[config.mk]
export PLATFORM = sky130hd
export DESIGN_NAME = ddr_dqs_rcvr_cal_ctrl
export DESIGN_NICKNAME = d
export VERILOG_FILES = /design/src/rtl/ddr_dqs_rcvr_cal_ctrl.sv
export SDC_FILE = /design/constraint.sdc
export NUM_CORES = 1
export LEC_CHECK = 0
export CORE_ASPECT_RATIO = 1.1
export CORE_MARGIN = 3
export CORE_UTILIZATION = 40
export CTS_CLUSTER_SIZE = 14
export DETAILED_ROUTE_END_ITERATION = 12
export PLACE_DENSITY_LB_ADDON = 0.15
export REMOVE_ABC_BUFFERS = 1
export SLEW_MARGIN = 25
export SYNTH_ARGS = -nofsm -noshare
export SYNTH_HDL_FRONTEND = slang
export SYNTH_SLANG_ARGS = --single-unit
[constraint.sdc]
create_clock -name i_clk -period 2.4 [get_ports i_clk]
set_clock_uncertainty 0.15 [all_clocks]
set_input_delay 0.24 -clock i_clk [delete_from_list [all_inputs] [get_ports i_clk]]
set_output_delay 0.24 -clock i_clk [all_outputs]
set_load 0.005 [all_outputs]
[src/rtl/ddr_dqs_rcvr_cal_ctrl.sv]
// DQS receiver offset calibration sequencer: sweeps the true and complement leg
// codes upward and locks each at the first majority-voted output flip.
module ddr_dqs_rcvr_cal_ctrl #(
    parameter int CWIDTH     = 4,
    parameter int SETTLE_CYC = 16,
    parameter int SMP_LOG2   = 3
) (
    input  logic              i_clk,
    input  logic              i_rst_n,
    input  logic              i_start,
    input  logic              i_abort,
    input  logic              i_dqs_t,
    input  logic              i_dqs_c,
    output logic              o_rcvr_en,
    output logic              o_rcvr_sw_ovr,
    output logic              o_rxcal_en,
    output logic [CWIDTH-1:0] o_cal_code_t,
    output logic [CWIDTH-1:0] o_cal_code_c,
    output logic              o_busy,
    output logic              o_done,
    output logic              o_aborted,
    output logic              o_err_t,
    output logic              o_err_c
);

    localparam int SAMPLES = 1 << SMP_LOG2;
    localparam int SW      = (SETTLE_CYC > 1) ? $clog2(SETTLE_CYC) : 1;
    localparam logic [SW-1:0]       SETTLE_LAST = SW'(SETTLE_CYC - 1);
    localparam logic [SMP_LOG2:0]   SMP_LAST    = (SMP_LOG2 + 1)'(SAMPLES - 1);
    localparam logic [SMP_LOG2:0]   HALF        = (SMP_LOG2 + 1)'(SAMPLES / 2);
    localparam logic [CWIDTH-1:0]   CODE_MAX    = '1;

    typedef enum logic [2:0] {IDLE, SETTLE, SAMPLE, EVAL, DONE} state_t;

    state_t              state_reg, state_next;
    logic                leg_reg, leg_next;          // 0 = true leg, 1 = complement leg
    logic                first_reg, first_next;
    logic                ref_reg, ref_next;
    logic [SW-1:0]       settle_cnt_reg, settle_cnt_next;
    logic [SMP_LOG2:0]   smp_cnt_reg, smp_cnt_next;
    logic [SMP_LOG2:0]   ones_reg, ones_next;
    logic [CWIDTH-1:0]   code_t_reg, code_t_next;
    logic [CWIDTH-1:0]   code_c_reg, code_c_next;
    logic                err_t_reg, err_t_next;
    logic                err_c_reg, err_c_next;
    logic                active_reg, active_next;
    logic                done_reg, done_next;
    logic                aborted_reg, aborted_next;
    logic [1:0]          sync_t_reg, sync_c_reg;

    logic [CWIDTH-1:0]   code_cur;
    logic                bit_cur;
    logic                vote;
    logic                leg_finish;

    always_ff @(posedge i_clk or negedge i_rst_n) begin
        if (!i_rst_n) begin
            state_reg      <= IDLE;
            leg_reg        <= 1'b0;
            first_reg      <= 1'b0;
            ref_reg        <= 1'b0;
            settle_cnt_reg <= '0;
            smp_cnt_reg    <= '0;
            ones_reg       <= '0;
            code_t_reg     <= '0;
            code_c_reg     <= '0;
            err_t_reg      <= 1'b0;
            err_c_reg      <= 1'b0;
            active_reg     <= 1'b0;
            done_reg       <= 1'b0;
            aborted_reg    <= 1'b0;
            sync_t_reg     <= '0;
            sync_c_reg     <= '0;
        end else begin
            state_reg      <= state_next;
            leg_reg        <= leg_next;
            first_reg      <= first_next;
            ref_reg        <= ref_next;
            settle_cnt_reg <= settle_cnt_next;
            smp_cnt_reg    <= smp_cnt_next;
            ones_reg       <= ones_next;
            code_t_reg     <= code_t_next;
            code_c_reg     <= code_c_next;
            err_t_reg      <= err_t_next;
            err_c_reg      <= err_c_next;
            active_reg     <= active_next;
            done_reg       <= done_next;
            aborted_reg    <= aborted_next;
            sync_t_reg     <= {sync_t_reg[0], i_dqs_t};
            sync_c_reg     <= {sync_c_reg[0], i_dqs_c};
        end
    end

    always_comb begin
        state_next      = state_reg;
        leg_next        = leg_reg;
        first_next      = first_reg;
        ref_next        = ref_reg;
        settle_cnt_next = settle_cnt_reg;
        smp_cnt_next    = smp_cnt_reg;
        ones_next       = ones_reg;
        code_t_next     = code_t_reg;
        code_c_next     = code_c_reg;
        err_t_next      = err_t_reg;
        err_c_next      = err_c_reg;
        aborted_next    = 1'b0;
        leg_finish      = 1'b0;
        code_cur        = leg_reg ? code_c_reg : code_t_reg;
        bit_cur         = leg_reg ? sync_c_reg[1] : sync_t_reg[1];
        vote            = (ones_reg > HALF);

        // Abort wins over everything so codes and flags keep their last values.
        if (i_abort && state_reg != IDLE) begin
            state_next   = IDLE;
            aborted_next = 1'b1;
        end else begin
            case (state_reg)
                IDLE: begin
                    if (i_start && !i_abort) begin
                        leg_next        = 1'b0;
                        first_next      = 1'b1;
                        code_t_next     = '0;
                        code_c_next     = '0;
                        err_t_next      = 1'b0;
                        err_c_next      = 1'b0;
                        settle_cnt_next = '0;
                        state_next      = SETTLE;
                    end
                end
                SETTLE: begin
                    if (settle_cnt_reg == SETTLE_LAST) begin
                        settle_cnt_next = '0;
                        smp_cnt_next    = '0;
                        ones_next       = '0;
                        state_next      = SAMPLE;
                    end else begin
                        settle_cnt_next = settle_cnt_reg + SW'(1);
                    end
                end
                SAMPLE: begin
                    ones_next = ones_reg + {{SMP_LOG2{1'b0}}, bit_cur};
                    if (smp_cnt_reg == SMP_LAST) begin
                        state_next = EVAL;
                    end else begin
                        smp_cnt_next = smp_cnt_reg + (SMP_LOG2 + 1)'(1);
                    end
                end
                EVAL: begin
                    if (first_reg) begin
                        ref_next   = vote;
                        first_next = 1'b0;
                    end
                    if (!first_reg && vote != ref_reg) begin
                        leg_finish = 1'b1;
                    end else if (code_cur != CODE_MAX) begin
                        if (leg_reg) code_c_next = code_c_reg + CWIDTH'(1);
                        else         code_t_next = code_t_reg + CWIDTH'(1);
                        state_next = SETTLE;
                    end else begin
                        if (leg_reg) err_c_next = 1'b1;
                        else         err_t_next = 1'b1;
                        leg_finish = 1'b1;
                    end
                    if (leg_finish) begin
                        if (!leg_reg) begin
                            leg_next   = 1'b1;
                            first_next = 1'b1;
                            state_next = SETTLE;
                        end else begin
                            state_next = DONE;
                        end
                    end
                end
                DONE:    state_next = IDLE;
                default: state_next = IDLE;
            endcase
        end

        done_next   = (state_next == DONE);
        active_next = (state_next == SETTLE) || (state_next == SAMPLE) || (state_next == EVAL);
    end

    assign o_rcvr_en     = active_reg;
    assign o_rcvr_sw_ovr = active_reg;
    assign o_rxcal_en    = active_reg;
    assign o_busy        = active_reg;
    assign o_done        = done_reg;
    assign o_aborted     = aborted_reg;
    assign o_cal_code_t  = code_t_reg;
    assign o_cal_code_c  = code_c_reg;
    assign o_err_t       = err_t_reg;
    assign o_err_c       = err_c_reg;

endmodule

Word-level counts from Yosys, hierarchy flattened

Index checks and enable logic that the tools add are counted.

Word-level logic and storage cells: 111
Output and inout port bits: 16
Register bits: 35
Input bits: 6

$add $sub $neg: 5
Equality and inequality tests: 20
Multiplexer cells: 46
Bitwise operators: 1
Order comparisons: 1
Reductions and logical operators: 22

Operator list:

| kind                  | count |
|---|---|
| $mux W4               | 11 |
| $pmux W4 S2           | 5 |
| $mux W3               | 8 |
| $reduce_and A6 Y1     | 4 |
| $ne A2 B2 Y1 const B  | 9 |
| $mux W1               | 17 |
| $add A4 B1 Y4 const B | 4 |
| $eq A3 B2 Y1 const B  | 4 |
| $pmux W3 S4           | 1 |
| $reduce_and A3 Y1     | 4 |
| $pmux W1 S2           | 4 |
| $reduce_and A4 Y1     | 2 |
| $eq A3 B1 Y1 const B  | 2 |
| $reduce_bool A2 Y1    | 3 |
| $add A4 B1 Y4         | 1 |
| $eq A4 B3 Y1 const B  | 1 |
| $eq A4 B4 Y1 const B  | 1 |
| $gt A4 B3 Y1 const B  | 1 |
| $ne A4 B4 Y1 const B  | 1 |
| $eq A3 B3 Y1 const B  | 1 |
| $logic_and A1 B1 Y1   | 3 |
| $logic_not A3 Y1      | 1 |
| $reduce_bool A3 Y1    | 1 |
| $logic_not A1 Y1      | 2 |
| 3 further kinds       | 4 |

Depth between registers and ports, before layout

Word-level depth: 12
Gate-level depth with buffers: 7
Gate-level depth less buffers: 6

Worst setup path after synthesis

Ideal clock, no wire load.

Kind: reg2reg
From: reg leg_reg
To: reg ones_reg[1]
Data arrival time: 1,559 ps
Path slack: 570 ps
Clock period less this slack: 1,830 ps
Setup time: 121 ps
Path buffers: 1
Required time: 2,129 ps
Cell stages (with the launch flop): 6
Cells stage by stage: dfrtp_1 > buf_2 > mux2_2 > ha_1 > ha_1 > a22o_1

Word-level cells in the longest chain between the ends: 3

RTL lines:

| item                   | line | RTL |
|---|---|---|
| from (decl)            | 36   | `logic leg_reg, leg_next;` |
| from (signal assigned) | 76   | `leg_reg <= leg_next;` |
| $mux W1                | 109  | `bit_cur = leg_reg ? sync_c_reg[1] : sync_t_reg[1];` |
| $add A4 B1 Y4          | 141  | `ones_next = ones_reg + {{SMP_LOG2{1'b0}}, bit_cur};` |
| $pmux W4 S2            | 117  | `case (state_reg)` |
| to (signal assigned)   | 81   | `ones_reg <= ones_next;` |
| to (decl)              | 41   | `logic [SMP_LOG2:0] ones_reg, ones_next;` |

No other way between the ends.
A chain may end at the register's enable or synchronous reset.

Worst setup path in the final report

Ends and elaborated chain as after synthesis.

==> reports/qor.log <==
[run_status] run status completed
[setup_path] logic depth of the worst path, buffers included 4
[setup_path] Bufs and invs on worst path 0
[setup_path] cell chain of the critical path mux2_2, ha_1, ha_1, a22o_1
[clocking] CTS tree built
[routing] violation count after the first detailed-route iteration 106
[pwr] maximum ir drop on the vdd rail 0.375 mV
[setup_path] data required time of the worst path 2430 ps
[die] I/O pin count 22
[die] initial core utilization 0.428
[placement] routability congestion estimate from global placement 0.828
[placement] Placement Cell Area 2140 um2
[clocking] CTS Buf Count 5
[placement] post-detail-place hpwl 3040 um
[clocking] Root Buffer clkbuf_8
[routing] drt drc 0
[final_layout] growth of design area from synthesis to finish 19.1%
[final_layout] # fillers 403
[routing] vias per std cell 5.81
[setup_path] arrival time reported for the critical path endpoint 1990 ps
[routing] Routed Wire Length 4100 um
[clocking] cells resized by post-CTS repair 0
[sta] fmax 508 MHz
[die] Core Box Area 4440 um2
[global_routing] via count of the first global-routing pass 1,528
[clocking] total of hold buffers inserted after clock tree synthesis 0
[final_layout] number of diodes 0
[sta] Period Utilization, post-route 0.820
[logic_synthesis] area of the mapped netlist 1900 um2
[sta] transition time of the tightest slew-check pin 662 ps
[logic_synthesis] Post-synth ARST share 1.00
[logic_synthesis] yosys warns 0
[sta] shortest clock period the worst path allows after layout 1970 ps
[pwr] total power 0.00176 W
[sta] count of endpoints failing hold in the final timing report 0
[global_routing] gr usage total 0.165
[logic_synthesis] proportion of synthesized chip area in sequential cells 0.461
[global_routing] maximum number of pins on one net before global-route repair 36
[clocking] clk sink count 35
[clocking] Post-CTS Setup Inserts 0
[die] horizontal die dimension 71.7 um
[clocking] number of levels in the clock H-tree 2
[setup_path] critical path startpoint category register
[flow_run] total of max-cap violations 0
[sta] Setup violations, final 0
[logic_synthesis] unique cell type count in the Yosys netlist 59
[routing] First-pass DRT Iterations 4
[setup_path] crit end category register
[global_routing] first-pass GRT wire length 7250 um
[sta] unrepaired setup endpoints after global routing no
[setup_path] Max stage delay on crit path 630 ps
[clocking] Clock Pin Slew Worst Setup and Hold Paths 80 ps
[global_routing] number of antenna violations at the first check in global routing 0
[sta] sum of negative setup slack 0 ps
[setup_path] Slowest-stage cell, CP dfrtp_1
[setup_path] number of cells traversed by the worst register-to-register path 4
[final_layout] cell area after layout 2260 um2
[setup_path] type of the worst setup path reg2reg
[die] die footprint 5610 um2
[routing] Final ANT Viol Nets 0
[routing] average wire length per cell after detail routing 15.7 um
[logic_synthesis] number of synthesized register bits 35
[logic_synthesis] post-synthesis instance total 182
[sta] max_slew headroom 0.554
[global_routing] final global-route overflow total 0
[final_layout] total number of nets in the final design 218
[logic_synthesis] Post-synth EDFFs 0
[routing] Vias 1,516
[sta] max-slew violation count 0
[die] number of standard-cell rows in the floorplan 25
[placement] port buffer count 21
[die] height of the die 78.3 um
[clocking] clock latency reported for the late side of the worst-skew pair 300 ps
[hold_path] type of the worst min-delay path in2async
[setup_path] most used cell along the critical path ha_1
[clocking] maximum clock path buffer count 2
[setup_path] largest fanout of any net on the critical path 13
[logic_synthesis] primary flip-flop cell chosen by synthesis mapping dfrtp_1
[pwr] leakage power 0.997 nW
[final_layout] fraction of layout cells with a size suffix above 1 0.150
[pwr] pwr/cell area 776 nW/um2
[logic_synthesis] Post-Synthesis Mean Instance Area 10.4 um2
[setup_path] kind of cell adding the most delay to the critical path flip-flops
-- layout by cell type (no fill, tap or decap), types with 3 or more instances in the layout --
master	n
a21oi_1	8
a22o_1	3
a31oi_1	4
and3_1	5
buf_4	4
clkbuf_8	6
clkdlybuf4s50_1	21
dfrtp_1	35
ha_1	6
inv_1	7
nand2_1	13
nand3_1	4
nand4_1	3
nor2_1	12
nor3_1	5
nor3_2	3
o211ai_1	3
o21a_1	3
o21ai_0	10
o21ai_1	4
-- power breakdown --
group	internal, W	switching, W
Combinational	0.000215	0.000215
Clock	0.000336	0.000213
Sequential	0.000662	0.000115
-- Yosys cell counts, types with 3 or more instances --
| library cell | n | area share |
|---|---|---|
| nor2_1 | 12 | 0.024 |
| dfrtp_1 | 35 | 0.46 |
| ha_1 | 6 | 0.040 |
| o21a_1 | 3 | 0.012 |
| a31oi_1 | 4 | 0.013 |
| buf_4 | 4 | 0.016 |
| nand2_1 | 13 | 0.026 |
| nor3_2 | 3 | 0.016 |
| o211ai_1 | 3 | 0.012 |
| inv_1 | 7 | 0.014 |
| and3_1 | 5 | 0.016 |
| nor3_1 | 5 | 0.013 |
| nand3_1 | 4 | 0.011 |
| o21ai_1 | 4 | 0.011 |
| nand4_1 | 3 | 0.0099 |
| a21oi_1 | 8 | 0.021 |
| o21ai_0 | 10 | 0.026 |
| a22o_1 | 3 | 0.014 |
-- through the flow --
step           hold slack (ps)  setup slack, ps  utilization  cells
2_1_floorplan             -206              588            -    174
3_3_place_gp               190              371        0.483    253
3_5_place_dp               192              327        0.483    253
4_1_cts                    207              416        0.509    261
5_1_grt                    217              244        0.509    261
6_report                   193              432        0.509    261
-- routing by layer --
layer  vias up  part of all wire  wire (um)  global-route usage
li1        728                 -          -                   -
met1       741              0.45       1860               0.213
met2        42              0.48       1960               0.261
met3         5             0.052        213              0.0435
met4         0             0.016         64              0.0695
met5         -                 0          0                   0
-- final timing paths --
path | from | endpoint | slack [ps]
worst max-delay path | leg_reg$_DFFE_PN0P_ | ones_reg[1]$_DFFE_PN0P_ | 430
worst min-delay path | i_rst_n | settle_cnt_reg[0]$_DFFE_PN0P_ | 190
worst max register to register | leg_reg$_DFFE_PN0P_ | ones_reg[1]$_DFFE_PN0P_ | 430
worst min register to register | sync_c_reg[0]$_DFF_PN0_ | sync_c_reg[1]$_DFF_PN0_ | 200
max in group asynchronous | i_rst_n | o_err_c$_DFFE_PN0P_ | 1580
min in group i_clk | sync_c_reg[0]$_DFF_PN0_ | sync_c_reg[1]$_DFF_PN0_ | 200
-- kinds of logic (layout without fill, tap and decap cells) --
kind of cell    count (synthesis)  in the layout  synth area share
compound gates                 55             55             0.206
fa+ha+maj                       6              6            0.0395
buf+inv                        15             40            0.0468
flops                          35             35             0.461
mux                             1              1           0.00593
simple gates                   70             70             0.240
-- cell type report --
type                            instances  area [um2]  share of cell area
Clock buffer                            6        82.6              0.0365
Clock inverter                          2        35.0              0.0155
Inverter                                7        26.3              0.0116
Multi-Input combinational cell        132         935               0.413
Sequential cell                        35         876               0.387
Tap cell                               54        67.6              0.0299
Timing Repair Buffer                   25         240               0.106
-- worst reg2reg max path, delay by kind of cell (launching register included) --
family / cells / cell delay [ps]
mux: 1 / 390
compound gates: 1 / 200
flops: 1 / 630
fa+ha+maj: 2 / 490
(Power assumes the default switching activity.)
